$ cat config.mk
export PLATFORM = sky130hd
export DESIGN_NAME = pwm_gen
export DESIGN_NICKNAME = d
export VERILOG_FILES = /design/src/rtl/pwm_gen_pkg.sv /design/src/rtl/pwm_prescaler.sv /design/src/rtl/pwm_gen.sv
export SDC_FILE = /design/constraint.sdc
export NUM_CORES = 1
export LEC_CHECK = 0
export CAP_MARGIN = 20
export CORE_MARGIN = 4
export CORE_UTILIZATION = 35
export CTS_CLUSTER_DIAMETER = 40
export DETAILED_ROUTE_END_ITERATION = 8
export GPL_TIMING_DRIVEN = 0
export SLEW_MARGIN = 20
export SYNTH_ARGS = -nofsm -noshare
export SYNTH_HDL_FRONTEND = slang
export SYNTH_SLANG_ARGS = --single-unit
$ cat constraint.sdc
create_clock -name clk -period 5.08 [get_ports clk]
set_clock_uncertainty 0.1 [all_clocks]
set_input_delay 0.508 -clock clk [delete_from_list [all_inputs] [get_ports clk]]
set_output_delay 0.508 -clock clk [all_outputs]
set_load 0.02 [all_outputs]
$ cat src/rtl/pwm_gen_pkg.sv
// Shared PWM definitions: mode encodings and mode field width.
package pwm_gen_pkg;

    localparam int         PWM_MODE_W    = 2;
    localparam logic [1:0] PWM_MODE_LOW  = 2'd0;
    localparam logic [1:0] PWM_MODE_HIGH = 2'd1;
    localparam logic [1:0] PWM_MODE_PWM  = 2'd2;
    localparam logic [1:0] PWM_MODE_RSVD = 2'd3;

endpackage

$ cat src/rtl/pwm_prescaler.sv
// Clock prescaler: one-clock tick every presc+1 clocks, restartable by a sync clear.
module pwm_prescaler #(
    parameter int PRESC_W = 8
) (
    input  logic               clk,
    input  logic               rst_n,
    input  logic [PRESC_W-1:0] presc,
    input  logic               clr,
    output logic               tick
);

    logic [PRESC_W-1:0] pcnt_q;
    logic [PRESC_W-1:0] pcnt_d;

    // >= rather than == so that shrinking presc mid-count ticks at once
    // instead of wrapping through the whole counter range.
    always_comb begin
        tick   = (pcnt_q >= presc);
        pcnt_d = pcnt_q + PRESC_W'(1);
        if (clr || tick) begin
            pcnt_d = '0;
        end
    end

    always_ff @(posedge clk or negedge rst_n) begin
        if (!rst_n) begin
            pcnt_q <= '0;
        end else begin
            pcnt_q <= pcnt_d;
        end
    end

endmodule

$ cat src/rtl/pwm_gen.sv
// Double-buffered PWM/servo pulse generator for one pin.
// Optional period watchdog enabled by defining PWM_WATCHDOG_EN.
module pwm_gen
    import pwm_gen_pkg::*;
#(
    parameter int CNT_W      = 16,
    parameter int PRESC_W    = 8,
    parameter int WD_PERIODS = 50
) (
    input  logic                  clk,
    input  logic                  rst_n,
    input  logic [PRESC_W-1:0]    presc,
    input  logic                  wr_en,
    input  logic [PWM_MODE_W-1:0] wr_mode,
    input  logic [CNT_W-1:0]      wr_period,
    input  logic [CNT_W-1:0]      wr_duty,
    output logic                  wr_ready,
    output logic                  pwm_out,
    output logic                  period_st,
    output logic                  wd_trip
);

    // Write handshake: a write is taken on any clock where wr_en & wr_ready;
    // wr_ready stays low from the clock after acceptance until it is applied.

    logic [PWM_MODE_W-1:0] mode_sh_q,   mode_sh_d;
    logic [CNT_W-1:0]      period_sh_q, period_sh_d;
    logic [CNT_W-1:0]      duty_sh_q,   duty_sh_d;
    logic                  pend_q,      pend_d;
    logic [PWM_MODE_W-1:0] pmode_q,     pmode_d;
    logic [CNT_W-1:0]      pperiod_q,   pperiod_d;
    logic [CNT_W-1:0]      pduty_q,     pduty_d;
    logic [CNT_W-1:0]      cnt_q,       cnt_d;
    logic                  pwm_out_q,   pwm_out_d;
    logic                  period_st_q, period_st_d;

    logic tick;
    logic accept;
    logic pwm_active;
    logic period_end;
    logic apply;
    logic wd_fire;

    pwm_prescaler #(
        .PRESC_W (PRESC_W)
    ) u_presc (
        .clk   (clk),
        .rst_n (rst_n),
        .presc (presc),
        .clr   (apply | wd_fire),
        .tick  (tick)
    );

    always_comb begin
        accept     = wr_en && !pend_q;
        pwm_active = (mode_sh_q == PWM_MODE_PWM) && (period_sh_q != '0);
        period_end = pwm_active && tick && (cnt_q == period_sh_q - CNT_W'(1));
        apply      = pend_q && ((mode_sh_q != PWM_MODE_PWM) ||
                                (period_sh_q == '0) || period_end);
    end

`ifdef PWM_WATCHDOG_EN
    localparam int WD_W = $clog2(WD_PERIODS + 1);

    logic [WD_W-1:0] wd_cnt_q,  wd_cnt_d;
    logic            wd_trip_q, wd_trip_d;

    // A write landing on the same clock as the final period end re-arms the
    // watchdog rather than tripping it.
    always_comb begin
        wd_fire   = period_end && !accept && (wd_cnt_q == WD_W'(WD_PERIODS - 1));
        wd_cnt_d  = wd_cnt_q;
        wd_trip_d = wd_trip_q;
        if (accept || (mode_sh_q != PWM_MODE_PWM) || wd_fire) begin
            wd_cnt_d = '0;
        end else if (period_end) begin
            wd_cnt_d = wd_cnt_q + WD_W'(1);
        end
        if (accept) begin
            wd_trip_d = 1'b0;
        end else if (wd_fire) begin
            wd_trip_d = 1'b1;
        end
    end

    always_ff @(posedge clk or negedge rst_n) begin
        if (!rst_n) begin
            wd_cnt_q  <= '0;
            wd_trip_q <= 1'b0;
        end else begin
            wd_cnt_q  <= wd_cnt_d;
            wd_trip_q <= wd_trip_d;
        end
    end

    assign wd_trip = wd_trip_q;
`else
    logic unused_wd;
    assign unused_wd = ^WD_PERIODS;
    assign wd_fire   = 1'b0;
    assign wd_trip   = 1'b0;
`endif

    always_comb begin
        mode_sh_d   = mode_sh_q;
        period_sh_d = period_sh_q;
        duty_sh_d   = duty_sh_q;
        pend_d      = pend_q;
        pmode_d     = pmode_q;
        pperiod_d   = pperiod_q;
        pduty_d     = pduty_q;
        cnt_d       = cnt_q;
        period_st_d = period_end;

        if (accept) begin
            pend_d    = 1'b1;
            pmode_d   = wr_mode;
            pperiod_d = wr_period;
            pduty_d   = wr_duty;
        end

        if (apply) begin
            mode_sh_d   = pmode_q;
            period_sh_d = pperiod_q;
            duty_sh_d   = pduty_q;
            pend_d      = 1'b0;
            cnt_d       = '0;
            period_st_d = (pmode_q == PWM_MODE_PWM) && (pperiod_q != '0);
        end else if (!pwm_active) begin
            cnt_d = '0;
        end else if (tick) begin
            cnt_d = period_end ? '0 : cnt_q + CNT_W'(1);
        end

        if (wd_fire) begin
            mode_sh_d   = PWM_MODE_LOW;
            pend_d      = 1'b0;
            cnt_d       = '0;
            period_st_d = 1'b0;
        end

        // Reserved mode falls through to low with LOW.
        pwm_out_d = (mode_sh_q == PWM_MODE_HIGH) || (pwm_active && (cnt_q < duty_sh_q));
    end

    always_ff @(posedge clk or negedge rst_n) begin
        if (!rst_n) begin
            mode_sh_q   <= PWM_MODE_LOW;
            period_sh_q <= '0;
            duty_sh_q   <= '0;
            pend_q      <= 1'b0;
            pmode_q     <= PWM_MODE_LOW;
            pperiod_q   <= '0;
            pduty_q     <= '0;
            cnt_q       <= '0;
            pwm_out_q   <= 1'b0;
            period_st_q <= 1'b0;
        end else begin
            mode_sh_q   <= mode_sh_d;
            period_sh_q <= period_sh_d;
            duty_sh_q   <= duty_sh_d;
            pend_q      <= pend_d;
            pmode_q     <= pmode_d;
            pperiod_q   <= pperiod_d;
            pduty_q     <= pduty_d;
            cnt_q       <= cnt_d;
            pwm_out_q   <= pwm_out_d;
            period_st_q <= period_st_d;
        end
    end

    assign wr_ready  = !pend_q;
    assign pwm_out   = pwm_out_q;
    assign period_st = period_st_q;

endmodule
==> metrics.md <==
| Metric | Value |
|---|---|
| Status | `finished clean` |
| Flop2flop setup slack | `1260 ps` |
| Cts hold-fix bufs | `1` |
| Max Cap Viol | `0` |
| Site Rows | `46` |
| Iter 0 DRT Violations | `246` |
| Via count | `4707` |
| First-pass GRT wire length | `24.3 mm` |
| Cells after Synth | `573` |
| Met1 Use GR | `23.1%` |
| Worst vdd ir | `0.293 mV` |
| Min-Delay Path Class | `flop to flop` |
| Share of layout cells above drive strength 1 | `10.3%` |
| Synth top cells by count | `95 x dfrtp_1, 48 x nand2_1, 46 x nand3_1, 34 x mux2_2` |
| Worst path max stage delay | `650 ps` |
| Synthesized flop and latch total | `95` |
| GP Congestion | `0.894` |
| Pin count of the biggest net entering global routing | `58` |
| Post-synth EDFFs | `0` |
| Final hold vios | `0` |
| Busiest grt layer | `met2` |
| Placement Cell Area | `6420 um2` |
| Startpoint Class | `flop` |
| Starting Density | `35.7%` |
| Worst setup path start | `period_sh_q[0]` |
| PD cells | `346 nW/um2` |
| Bufs on Longest Clock Path | `2` |
| Post-cts resize count | `0` |
| Synth top area share | `42.1%` |
| ANT nets after route | `0` |
| Post-Layout Inst Area | `6770 um2` |
| Multi-input gate area | `2950 um2` |
| Min Hold Slack | `402 ps` |
| Fin crit share | `75.2%` |
| Crit path cell chain | `inv_1 -> ha_1 -> nor4b_1 -> and4_1 -> clkbuf_1 -> nor4_1 -> o2111ai_1 -> or4_4 -> buf_6 -> o31ai_2 -> buf_2 -> nor2_1` |
| Sequential-to-total area share from yosys stat | `42.1%` |
| Worst endpoint required time | `5220 ps` |
| Final setup violation count | `0` |
| Critical path's top delay family | `simple AND/OR/NAND/NOR gates` |
| Worst path bufs/invs | `4` |
| Drt drc | `0` |
| Crit path time final | `3820 ps` |
| Layout Cells excl Fill | `854` |
| Die height | `135 um` |
| Unrepaired setup endpoints after global routing | `no` |
| DR vias/cell | `5.51` |
| Port-buffer cells | `47` |
| Most common cell in the synthesized netlist | `dfrtp_1` |
| H-Tree Depth | `3` |
| Placed Cells | `837` |
| Unique masters post-synth | `57` |
| CTS Sinks | `95` |
| Number of synthesis warnings | `0` |
| GR Util All Layers | `16.8%` |
| Initial antenna violation count | `0` |
| HPWL Detailed | `11.0 mm` |
| RR Endpoint | `cnt_q[3]` |
| Synth Cell Area | `5650 um2` |
| Remaining Overflow, GRT | `0` |
| Met2 Use GR | `26.2%` |
| Drt pass-1 iters | `6` |
| Ranking of synthesized cells by area | `dfrtp_1 42%, mux2_2 6.8%, ha_1 6.0%` |
| Die area | `18200 um2` |
| Total power | `2.34 mW` |
| Final WL | `14.7 mm` |
| Final nets | `705` |
| Avg Synthesized Cell Area | `9.86 um2` |
| Worst skew pair latency | `360 ps` |
| Worst-path fanout max | `10` |
| DR WL/cell | `17.2 um` |
| FILL cells | `1519` |
| Post-synthesis to final-layout area growth | `19.8%` |
| Critical register-to-register path startpoint | `period_sh_q[0]` |
| Synth Flop Type | `dfrtp_1` |
| Static leakage | `2.89 nW` |
| CP endpoint kind | `flop` |
| Crit path max-delay cell type | `o31ai_2` |
| Area leader, netlist | `dfrtp_1` |
| Die Wd | `135 um` |
| # IOs | `49` |
| CTS tree | `done` |
| Critical Path Stages | `12` |
| Async SR Flop Fraction | `100%` |
| Final Max Slew Viols | `0` |
| Critical Path AT | `3950 ps` |
| Fmax | `262 MHz` |
| Postcts setup bufs | `0` |
| Cells on worst reg2reg path | `12` |
| Worst Setup EP | `cnt_q[3]` |
| Diodes inserted | `0` |
| Setup TNS | `0 ps` |
| Reg area | `2380 um2` |
| Kind of critical path | `flop to flop` |
| GR Layer Usage met3 | `3.28%` |
| Core ar. | `15800 um2` |
| Relative slew slack | `45.7%` |
| Num CTS Buffers | `9` |
| Root Buffer | `clkbuf_16` |
| Vias in the first global route | `4618` |
| Syn_nets | `645` |
| Clock slew at reported path FFs | `70 ps` |
| Slew @ Worst Pin | `809 ps` |
==> how the worst min path moves through the flow <==
stage	endpoint	cells past startpoint	startpoint	slack, ps
6_report	duty_sh_q[15]	1	duty_sh_q[15]	400
5_1_grt	duty_sh_q[12]	1	duty_sh_q[12]	420
4_1_cts	duty_sh_q[15]	1	duty_sh_q[15]	410
3_5_place_dp	period_sh_q[11]	1	rst_n	350
3_3_place_gp	duty_sh_q[15]	1	duty_sh_q[15]	390
2_1_floorplan	cnt_q[0]	0	rst_n	110
==> state kept, by name (all words and copies together), names as in the netlist <==
register and flops:
cnt_q 16, duty_sh_q 16, pduty_q 16, period_sh_q 16, pperiod_q 16, u_presc.pcnt_q 8, mode_sh_q 2, pmode_q 2
pend_q 1, period_st 1, pwm_out 1
==> through the flow <==
step | utilization [%] | setup slack, ps
6_report | 42.8 | 1260
5_1_grt | 42.8 | 1200
2_1_floorplan | - | 1920
3_3_place_gp | 40.4 | -194
4_1_cts | 42.8 | 1360
3_5_place_dp | 40.6 | 1390
==> cells in the final DEF (no fill, tap or decap), types with 7 or more instances in the layout <==
cell	instances
mux2_2	34
nand2_1	48
clkbuf_16	9
xor2_1	17
a21oi_1	14
and3_1	12
dfrtp_1	95
a31o_1	32
clkdlybuf4s50_1	46
xnor2_1	16
nor4_1	7
a21o_1	7
nand3_1	46
ha_1	27
nor2_1	28
clkbuf_1	33
o32ai_1	32
inv_1	32
==> cells by family after synthesis <==
kind of cell / Yosys count / synth area share, %
AND/OR/NAND/NOR: 182 / 16.7
AO/OA/AOI/OAI: 121 / 16.7
flip-flops: 95 / 42.1
buffers and inverters: 75 / 5.74
multiplexers: 39 / 7.66
XOR/XNOR: 33 / 5.12
adder cells (fa/ha/maj): 27 / 5.98
other: 1 / 0.0664
==> per-layer routing <==
metal,share of wire (%),vias to the layer above
li1,-,2222
met1,45,2331
met2,48,131
met3,5.0,23
met4,2.2,0
met5,0,-
==> layout make-up <==
class | count | share of cell area, %
Buffer | 43 | 3.01
Multi-Input combinational cell | 403 | 43.6
Clock buffer | 10 | 3.38
Inverter | 32 | 1.77
Timing Repair Buffer | 49 | 7.52
Tap cell | 216 | 3.99
Clock inverter | 6 | 1.61
Sequential cell | 95 | 35.1
==> where the power goes <==
group | switching (mW) | total, mW | leakage (nW) | internal (mW)
combinational | 0.245 | 0.501 | 1.67 | 0.256
clock | 0.300 | 0.780 | 0.166 | 0.480
sequential | 0.155 | 1.06 | 1.05 | 0.903
total | 0.700 | 2.34 | 2.89 | 1.64
No activity file was read; power rests on OpenSTA's default activity.
